===== config.mk =====
export PLATFORM = sky130hd
export DESIGN_NAME = instruction_fetch_unit
export DESIGN_NICKNAME = d
export VERILOG_FILES = /design/src/rtl/instruction_fetch_unit.sv
export SDC_FILE = /design/constraint.sdc
export NUM_CORES = 1
export LEC_CHECK = 0
export CAP_MARGIN = 10
export CORE_ASPECT_RATIO = 0.75
export CORE_MARGIN = 4
export CORE_UTILIZATION = 49
export CTS_BUF_LIST = sky130_fd_sc_hd__clkbuf_8 sky130_fd_sc_hd__clkbuf_16
export CTS_CLUSTER_DIAMETER = 150
export CTS_CLUSTER_SIZE = 16
export DETAILED_ROUTE_END_ITERATION = 10
export PLACE_DENSITY_LB_ADDON = 0.15
export SYNTH_ARGS = -nofsm -noshare
export SYNTH_HDL_FRONTEND = slang
export SYNTH_SLANG_ARGS = --single-unit

===== constraint.sdc =====
create_clock -name clk_i -period 3.1 [get_ports clk_i]
set_input_delay 0.62 -clock clk_i [delete_from_list [all_inputs] [get_ports clk_i]]
set_output_delay 0.62 -clock clk_i [all_outputs]
set_load 0.03 [all_outputs]

===== src/rtl/instruction_fetch_unit.sv =====
// -----------------------------------------------------------------------------
// instruction_fetch_unit
//
// Fetches instructions for decode. Issues one instruction-memory read at a
// time from the current PC, advances the PC once per accepted request, buffers
// returned words in a small FIFO and hands them to decode over valid/ready.
// A redirect (same cycle as the PC jump) empties the FIFO and discards any
// response still in flight.
//
// Ports:
//   clk_i            clock, rising edge
//   rst_ni           asynchronous active-low reset
//   pc_i             current PC
//   pc_advance_o     PC increment strobe, high in the request-accept cycle
//   redirect_i       flush, coincident with the PC jump
//   mem_req_valid_o  read request valid
//   mem_req_ready_i  memory accepts the request
//   mem_req_addr_o   read address
//   mem_rsp_valid_i  read data valid (single-cycle pulse, no backpressure)
//   mem_rsp_data_i   read data
//   instr_valid_o    FIFO head valid
//   instr_ready_i    decode accepts the head
//   instr_o          instruction at the FIFO head
//   instr_pc_o       address of instr_o
// -----------------------------------------------------------------------------
module instruction_fetch_unit #(
    parameter int unsigned WIDTH       = 32,
    parameter int unsigned INSTR_WIDTH = 32,
    parameter int unsigned DEPTH       = 4   // power of two, at least 2
) (
    input  logic                   clk_i,
    input  logic                   rst_ni,
    input  logic [WIDTH-1:0]       pc_i,
    output logic                   pc_advance_o,
    input  logic                   redirect_i,
    output logic                   mem_req_valid_o,
    input  logic                   mem_req_ready_i,
    output logic [WIDTH-1:0]       mem_req_addr_o,
    input  logic                   mem_rsp_valid_i,
    input  logic [INSTR_WIDTH-1:0] mem_rsp_data_i,
    output logic                   instr_valid_o,
    input  logic                   instr_ready_i,
    output logic [INSTR_WIDTH-1:0] instr_o,
    output logic [WIDTH-1:0]       instr_pc_o
);

    localparam int unsigned PtrW = $clog2(DEPTH);
    localparam logic [PtrW:0] FullCount = (PtrW + 1)'(DEPTH);

    typedef enum logic [1:0] {
        StIdle,   // no request outstanding
        StWait,   // request outstanding, response will be kept
        StDrain   // request outstanding, response will be discarded
    } state_e;

    state_e state_q, state_d;

    logic [WIDTH-1:0] req_pc_q, req_pc_d;

    // Low during reset and for the first cycle after it, so every output
    // reads 0 while reset is applied without using rst_ni as plain logic.
    logic active_q, active_d;

    logic [PtrW-1:0] wr_ptr_q, wr_ptr_d;
    logic [PtrW-1:0] rd_ptr_q, rd_ptr_d;
    logic [PtrW:0]   count_q, count_d;

    logic [WIDTH-1:0]       pc_mem_q   [DEPTH];
    logic [INSTR_WIDTH-1:0] data_mem_q [DEPTH];

    logic handshake;
    logic push;
    logic pop;
    logic fifo_full;

    // -------------------------------------------------------------------------
    // State register
    // -------------------------------------------------------------------------
    always_ff @(posedge clk_i or negedge rst_ni) begin
        if (!rst_ni) begin
            state_q  <= StIdle;
            req_pc_q <= '0;
            active_q <= 1'b0;
            wr_ptr_q <= '0;
            rd_ptr_q <= '0;
            count_q  <= '0;
        end else begin
            state_q  <= state_d;
            req_pc_q <= req_pc_d;
            active_q <= active_d;
            wr_ptr_q <= wr_ptr_d;
            rd_ptr_q <= rd_ptr_d;
            count_q  <= count_d;
        end
    end

    // FIFO storage needs no reset: the outputs are masked while it is empty.
    always_ff @(posedge clk_i) begin
        if (push) begin
            pc_mem_q[wr_ptr_q]   <= req_pc_q;
            data_mem_q[wr_ptr_q] <= mem_rsp_data_i;
        end
    end

    // -------------------------------------------------------------------------
    // Next-state logic
    // -------------------------------------------------------------------------
    always_comb begin
        state_d  = state_q;
        req_pc_d = req_pc_q;
        active_d = 1'b1;

        unique case (state_q)
            StIdle: begin
                if (handshake) begin
                    state_d  = StWait;
                    req_pc_d = pc_i;
                end
            end
            StWait: begin
                // A response coinciding with a redirect is dropped by the
                // push gating; either way nothing is outstanding afterwards.
                if (mem_rsp_valid_i) begin
                    state_d = StIdle;
                end else if (redirect_i) begin
                    state_d = StDrain;
                end
            end
            StDrain: begin
                if (mem_rsp_valid_i) begin
                    state_d = StIdle;
                end
            end
            default: state_d = StIdle;
        endcase
    end

    always_comb begin
        wr_ptr_d = wr_ptr_q;
        rd_ptr_d = rd_ptr_q;
        count_d  = count_q;

        if (redirect_i) begin
            // Flush wins over any push or pop in the same cycle.
            wr_ptr_d = '0;
            rd_ptr_d = '0;
            count_d  = '0;
        end else begin
            if (push) begin
                wr_ptr_d = wr_ptr_q + 1'b1;
            end
            if (pop) begin
                rd_ptr_d = rd_ptr_q + 1'b1;
            end
            unique case ({push, pop})
                2'b10:   count_d = count_q + 1'b1;
                2'b01:   count_d = count_q - 1'b1;
                default: count_d = count_q;
            endcase
        end
    end

    // -------------------------------------------------------------------------
    // Outputs
    // -------------------------------------------------------------------------
    always_comb begin
        fifo_full = (count_q == FullCount);

        // Valid only depends on state, count and redirect, so it stays up with
        // a stable address until accepted unless a redirect intervenes.
        mem_req_valid_o = active_q && (state_q == StIdle) && !redirect_i && !fifo_full;
        mem_req_addr_o  = active_q ? pc_i : '0;
        handshake       = mem_req_valid_o && mem_req_ready_i;
        pc_advance_o    = handshake;

        // Only WAIT enqueues, and WAIT is entered with a free slot, so the
        // FIFO cannot overflow.
        push = (state_q == StWait) && mem_rsp_valid_i && !redirect_i;

        instr_valid_o = (count_q != '0);
        pop           = instr_valid_o && instr_ready_i && !redirect_i;
        instr_o       = instr_valid_o ? data_mem_q[rd_ptr_q] : '0;
        instr_pc_o    = instr_valid_o ? pc_mem_q[rd_ptr_q] : '0;
    end

endmodule


# == After elaboration in Yosys (flattened, before gate mapping) ==
# Memories as Yosys holds them, arrays and structs flattened.
# Index checks and enable logic that the tools add are counted.
# W data, S select, Z words.
# word_totals
register_bits,42
latch_bits,0
mem_bits_rw,256
romBits,0
out_inout_bits,99
elab_cells,53
mem_count,2
# op_classes
addsub,4
n_mul,0
n_div,0
n_lt_le_gt_ge,0
n_eq_ne,8
shift,0
n_mux,16
n_bitwise,0
reduce_logical,17
# memory_table
name,depth,width,rd,rd_clocked_by_memory_dff,wr,line,rtl
data_mem_q,4,32,1,0,1,69,logic [INSTR_WIDTH-1:0] data_mem_q [DEPTH];
pc_mem_q,4,32,1,0,1,68,logic [WIDTH-1:0] pc_mem_q [DEPTH];
# ops
cell,count
$mux W32,3
$mux W2,8
$logic_and A1 B1 Y1,8
$pmux W2 S3,1
$pmux W3 S2,1
$reduce_bool A3 Y1,2
$add A2 B1 Y2 const B,2
$eq A2 B1 Y1 const B,2
$eq A2 B2 Y1 const B,2
$ne A2 B2 Y1 const B,2
$reduce_bool A2 Y1,2
$add A3 B1 Y3 const B,1
$eq A3 B3 Y1 const B,1
$mux W3,1
$ne A3 B3 Y1 const B,1
$reduce_and A3 Y1,1
$sub A3 B1 Y3 const B,1
$logic_not A1 Y1,2
$logic_not A2 Y1,1
$mux W1,2
$reduce_and A2 Y1,1

# == Longest topological paths before layout ==
# Gate-level depths: netlist (run 1).
# logic_depth
ltp_word,7
mapped_depth,6
depth_no_buf,6

# == Worst setup path before layout (run 1) ==
# Ideal clock, no wire load.
# synth_path
path_type,input to register
startpoint,input port mem_rsp_valid_i
endpoint,"memory data_mem_q[0][0], enable pin"
arrival_ps,2579
t_required_ps,2671
slack_ps,92
cell_stages,3
n_path_buf,0
path_cell_list,nand3b_1 > nor2_1 > and2_1
# synth_via
elab_chain_len,4
# synth_lines
element,line,rtl
"start, declared",39,"input logic mem_rsp_valid_i,"
$logic_and A1 B1 Y1 (2 in a row),178,push = (state_q == StWait) && mem_rsp_valid_i && !redirect_i;
$mux W1,99,if (push) begin
$mux W1 (not written as such),101,data_mem_q[wr_ptr_q] <= mem_rsp_data_i;
"end, declared",69,
# No other way between the ends.

# == Worst setup path after layout (run 1) ==
# layout_path
startpoint,register rd_ptr_q[0]
endpoint,output port instr_pc_o[0]
# layout_via
elab_chain_len,2
# layout_lines
element,line,rtl
"start, declared",65,"logic [PtrW-1:0] rd_ptr_q, rd_ptr_d;"
"start signal, assigned",92,rd_ptr_q <= rd_ptr_d;
$mem_v2 Z4 W32,--,
$mux W32,183,instr_pc_o = instr_valid_o ? pc_mem_q[rd_ptr_q] : '0;
"end, declared",44,output logic [WIDTH-1:0] instr_pc_o
# No other way between the ends.

==> impl_metrics.tcl, run 1 <==
set metrics [dict create \
    status "finished clean" \
    ys_ff_latch 298 \
    die_area_mm2 0.02650 \
    syn_nets 641 \
    netlist.area_leader.share_pct 65.56 \
    fin_nets 831 \
    seq_area_frac_synth_pct 74.52 \
    hold_buffers 0 \
    period_share_pct 96.11 \
    fin_tns_setup_ns 0 \
    setup_viol 0 \
    crit_path_top_delay_cell "mux4_2" \
    grt_max_degree 51 \
    drcViolationCount 0 \
    coreArea_mm2 0.02330 \
    finalHoldViolations 0 \
    clk_path_buf_depth 3 \
    maxSlewViolCount 0 \
    max_stage_delay_ns 0.52 \
    grt_usage_pct 17.90 \
    grt_pass1_wl_um 36930 \
    drv_cap 0 \
    endpoint_kind "primary output" \
    h-tree-depth 1 \
    start_kind "register" \
    synthTopCellsByArea "edfxtp_1 66%, mux4_2 12%, dfrtp_1 9.0%, and2_1 5.4%, mux2_4 3.6%" \
    via_count 5777 \
    ant_nets 0 \
    ir_drop_uv 331.6 \
    required_ns 2.48 \
    powerDensity_mw_per_mm2 644.7 \
    drt_iter0_markers 416 \
    worstSetupPathType "reg2out" \
    crit_chain "buf_12 > mux4_2 > and2_1 > dlygate4sd2_1" \
    rsz0062_at_grt "no" \
    worstPathMaxFanout 22 \
    dp_hpwl_um 14670 \
    grt_overflow 0 \
    grt_pass1_vias 6405 \
    cts_tree "done" \
    clkSinkCount 298 \
    syn_avg_cell_area_um2 20.72 \
    yosys_warnings 0 \
    leakagePower_nw 5.276 \
    path_clk_slew_ns 0.07 \
    std_cell_rows 48 \
    antenna_found_initial 1 \
    worst_slew_pin_slew_ns 0.7943 \
    cts-buffers-inserted 22 \
    hold_class "in2async" \
    dieWidth_um 186.6 \
    die_y_um 142.0 \
    wire_per_inst_um 21.83 \
    clock_latency_ns 0.51 \
    max_freq_mhz 335.6 \
    synth_top_area_cell "edfxtp_1" \
    vias_per_cell 5.379 \
    syn_area_mm2 0.01173 \
    place.gp.congestion 0.7039 \
    initial_utilization_pct 50.32 \
    hold_slack_ns 0.1804 \
    r2r_slack_ns 0.71 \
    clk_root_buffer_cell "clkbuf_16" \
    drt_wl_total_um 23440 \
    syn_inst 566 \
    pin_count 169 \
    crit_arrival_ns 2.36 \
    syn2layout_area_growth_pct 23.93 \
    nFillCells 1691 \
    finClkSkew_ns 0.008253 \
    slew_headroom_pct 47.05 \
    io_buffers 168 \
    synth.distinct_cells 29 \
    dr.pass1.iters 4 \
    min_period_ns 2.980 \
    drive_above_1_share_pct 20.98 \
]
==> logic make-up (layout without fill, tap and decap cells) <==
kind of cell | Yosys count | after routing | synth area share [%]
flip-flops | 298 | 298 | 74.52
AND/OR/NAND/NOR | 124 | 124 | 6.466
multiplexers | 99 | 99 | 16.62
buffers and inverters | 31 | 237 | 1.238
adder cells (fa/ha/maj) | 5 | 5 | 0.5975
AO/OA/AOI/OAI | 4 | 4 | 0.2241
XOR/XNOR | 4 | 4 | 0.2988
other | 1 | 3 | 0.03198
==> layer usage <==
| metal | vias up | global-route usage [%] | wire length [um] |
|---|---|---|---|
| li1 | 2594 | - | - |
| met1 | 2976 | 24.99 | 9996 |
| met2 | 178 | 30.24 | 11620 |
| met3 | 29 | 3.212 | 1369 |
| met4 | 0 | 4.045 | 457 |
| met5 | - | 0 | 0 |
==> repair_timing <==
action                     in CTS  in global routing
buffers inserted                2                  0
resized for setup              64                  0
setup endpoints to repair      64                  0
==> final timing paths <==
path	start	endpoint	depth (start not counted)
max in group asynchronous	rst_ni	req_pc_q[13]	2
worst max register to register	count_q[2]	count_q[2]	7
worst max-delay path	rd_ptr_q[0]	instr_pc_o[0]	4
min in group clk_i	state_q[1]	state_q[0]	1
worst min register to register	state_q[1]	state_q[0]	1
worst min-delay path	rst_ni	req_pc_q[14]	1
==> layout make-up <==
type	instances	area, um2	share of cell area, %
multi-input combinational	237	2854	19.64
clock inverter	17	68.82	0.4735
sequential	298	8745	60.17
timing repair buffer	194	1898	13.06
inverter	3	11.26	0.07749
clock buffer	23	575.6	3.960
antenna	2	5.005	0.03444
tap	300	375.4	2.583
==> critical path: cells and delay by family, from the launching register on <==
| family | cells | cell delay, ns |
|---|---|---|
| buf+inv | 2 | 0.60 |
| simple gates | 1 | 0.20 |
| mux | 1 | 0.52 |
| flops | 1 | 0.51 |
==> power breakdown <==
group	total [mW]	internal [mW]	switching [mW]
Combinational	1.92	0.879	1.04
Sequential	4.84	4.65	0.188
Clock	2.62	1.34	1.28
==> synthesized netlist by cell type <==
master and count:
nand3b_1 2, mux4_2 65, or4b_1 1, dfrtp_1 42, nor3_1 1, mux2_4 28
edfxtp_1 256, clkbuf_1 16, fa_1 1, xor2_1 3, conb_1 1, o31ai_1 1
nand2b_1 2, buf_6 3, and2_1 102, nor2_1 11, a21oi_1 2, or3b_2 1
buf_2 5, a21oi_2 1, or3_1 1, mux2_2 4, inv_1 3, xnor2_1 1
buf_1 4, nand2_4 1, nand3_1 2, mux2i_1 2, ha_1 4
==> placed cells by master, fill, tap and decap left out, types with 3 or more instances in the layout <==
cell,synthesis,routed
mux4_2,65,65
buf_12,0,9
clkbuf_16,0,23
inv_1,3,19
ha_1,4,4
mux2_2,4,4
mux2_4,28,28
and2_4,0,4
buf_4,0,20
edfxtp_1,256,256
xor2_1,3,3
dfrtp_1,42,39
and2_1,102,98
nor2_1,11,11
dlygate4sd2_1,0,63
clkdlybuf4s50_1,0,101
==> sequential cells by signal (all words and copies together), names as in the netlist <==
signal	flops
wr_ptr_q	2
count_q	3
req_pc_q	32
state_q	2
data_mem_q	128
active_q	1
rd_ptr_q	2
pc_mem_q	128
==> stage by stage <==
step	setup slack, ns	total power [mW]	util, %	area [um2]	cells
CTS	0.08870	9.473	62.34	14530	1072
detailed placement	0.2817	7.006	59.85	13950	1030
finish	0.1205	9.369	62.37	14530	1074
floorplan	0.09195	6.136	-	11730	566
global route	0.01827	9.792	62.34	14530	1072
global placement	0.2867	6.956	59.85	13950	1030
Note: power is estimated with default switching activity, not from simulation.
==> run 2: changes to the inputs <==
- CORE_UTILIZATION: 49 -> 43
==> run 2 against run 1 <==
Highest routed layer unchanged. Global-route usage is 2.4 points lower. Sequential cell count stayed put. Die area is 13% higher. Count of clock-buffer cells in the layout is 1 lower. Non-clock buffer count is 3 lower. Largest cell class unchanged. Setup slack better by 0.0020 ns. First-iteration DRC count is 31% lower. Cell count is 4.2% higher.
==> impl_metrics.tcl, run 2 (synthesized netlist as in run 1, its figures left out) <==
set metrics [dict create \
    hold_slack_ns 0.1491 \
    wire_per_inst_um 21.09 \
    r2r_cells 7 \
    worstSetupPathType "reg2out" \
    finalHoldViolations 0 \
    dieWidth_um 198.7 \
    maxSlewViolCount 0 \
    max_freq_mhz 335.9 \
    via_count 5780 \
    io_buffers 168 \
    worst_slew_pin_slew_ns 0.6973 \
    grt_usage_pct 15.51 \
    drv_cap 0 \
    h-tree-depth 1 \
    fin_nets 828 \
    coreArea_mm2 0.02694 \
    pin_count 169 \
    drive_above_1_share_pct 21.22 \
    crit_arrival_ns 2.36 \
    drt_wl_total_um 23600 \
    syn2layout_area_growth_pct 24.69 \
    std_cell_rows 52 \
    ant_nets 0 \
    setup_viol 0 \
    ir_drop_uv 351.7 \
    finClkSkew_ns 0.01433 \
    hold_class "in2async" \
    largestRegisters "data_mem_q x128, pc_mem_q x128, req_pc_q x32" \
    clock_latency_ns 0.51 \
    min_period_ns 2.977 \
    grt_overflow 0 \
    initial_utilization_pct 43.53 \
    cts-buffers-inserted 22 \
    rsz0062_at_grt "no" \
    die_y_um 151.0 \
    clk_path_buf_depth 3 \
    fin_tns_setup_ns 0 \
    fin_cells 1119 \
    die_area_mm2 0.03000 \
    endpoint_kind "primary output" \
    layout_common_cells "256 x edfxtp_1, 101 x clkdlybuf4s50_1, 98 x and2_1" \
    dp_hpwl_um 14510 \
    grt_max_degree 52 \
    diodes 0 \
    hold_buffers 0 \
    path_clk_slew_ns 0.07 \
    vias_per_cell 5.165 \
    powerDensity_mw_per_mm2 640.9 \
    preCtsSetupSlack_ns 0.2791 \
    antenna_found_initial 0 \
    start_kind "register" \
    clkSinkCount 298 \
    final_common_cell "edfxtp_1" \
    cts_tree "done" \
    grt_pass1_wl_um 35820 \
    worstPathMaxFanout 18 \
    period_share_pct 96.05 \
    place.gp.congestion 0.7348 \
    final.setup.worst_slack_ns 0.1225 \
    leakagePower_nw 5.257 \
    dr.pass1.iters 4 \
    drcViolationCount 0 \
    drt_iter0_markers 287 \
    status "finished clean" \
    grt_pass1_vias 6178 \
    finish.utilization_pct 54.28 \
    required_ns 2.48 \
    dpl.cell_count 1078 \
    slew_headroom_pct 53.51 \
    clk_root_buffer_cell "clkbuf_16" \
]
run 2: cell types whose count changed in the layout (fill, tap and decap cells not counted), sizes merged:
cell,previous run,this run
clkinv,1,2
inv,19,18
dlygate4sd2,63,58
buf,30,31
diode,2,0
run 2: where the power goes:
group	leakage [nW]	switching, mW	total [mW]	internal (mW)
clock network	0.362	1.27	2.56	1.29
logic	2.08	1.06	1.97	0.909
registers	2.81	0.196	4.84	4.65
run 2: what timing repair did:
item	4_1_cts	5_1_grt
endpoints found under the setup margin	58	1
gates resized for setup	61	0
setup buffers	1	0
cloned	0	1
run 2: through the flow:
step / cell area, um2 / power, mW
6_report: 14620 / 9.371
2_1_floorplan: 11730 / 6.136
3_5_place_dp: 14000 / 7.034
5_1_grt: 14620 / 9.791
3_3_place_gp: 14000 / 6.979
4_1_cts: 14600 / 9.493
run 2: layout make-up:
cell class	instances	area, um2
clock buffer	22	550.5
tap	351	439.2
inverter	3	11.26
clock inverter	17	81.33
fill	2096	12310
timing repair buffer	191	1939
sequential	298	8746
multi-input combinational	237	2854
run 2: path summary, 6_finish.rpt:
path	start	endpoint	slack [ns]
min in group clk_i	state_q[1]	state_q[0]	0.49
max	rd_ptr_q[0]	instr_pc_o[10]	0.12
max in group asynchronous	rst_ni	req_pc_q[14]	2.20
min reg2reg	state_q[1]	state_q[0]	0.49
min	rst_ni	req_pc_q[9]	0.15
max reg2reg	count_q[2]	count_q[2]	0.79
run 2: per-layer routing:
layer  part of all wire [%]  vias up  track usage, %
met1                     46     3008           22.81
met5                      0        -               0
li1                       -     2587               -
met3                    5.6       25           2.646
met4                    1.4        0           2.905
met2                     47      160           25.02
run 2: worst max-delay path, stage by stage (launching register included):
cell and delay (ns):
dfrtp_4 0.53, buf_12 0.22, mux4_2 0.55, and2_1 0.18, dlygate4sd2_1 0.35
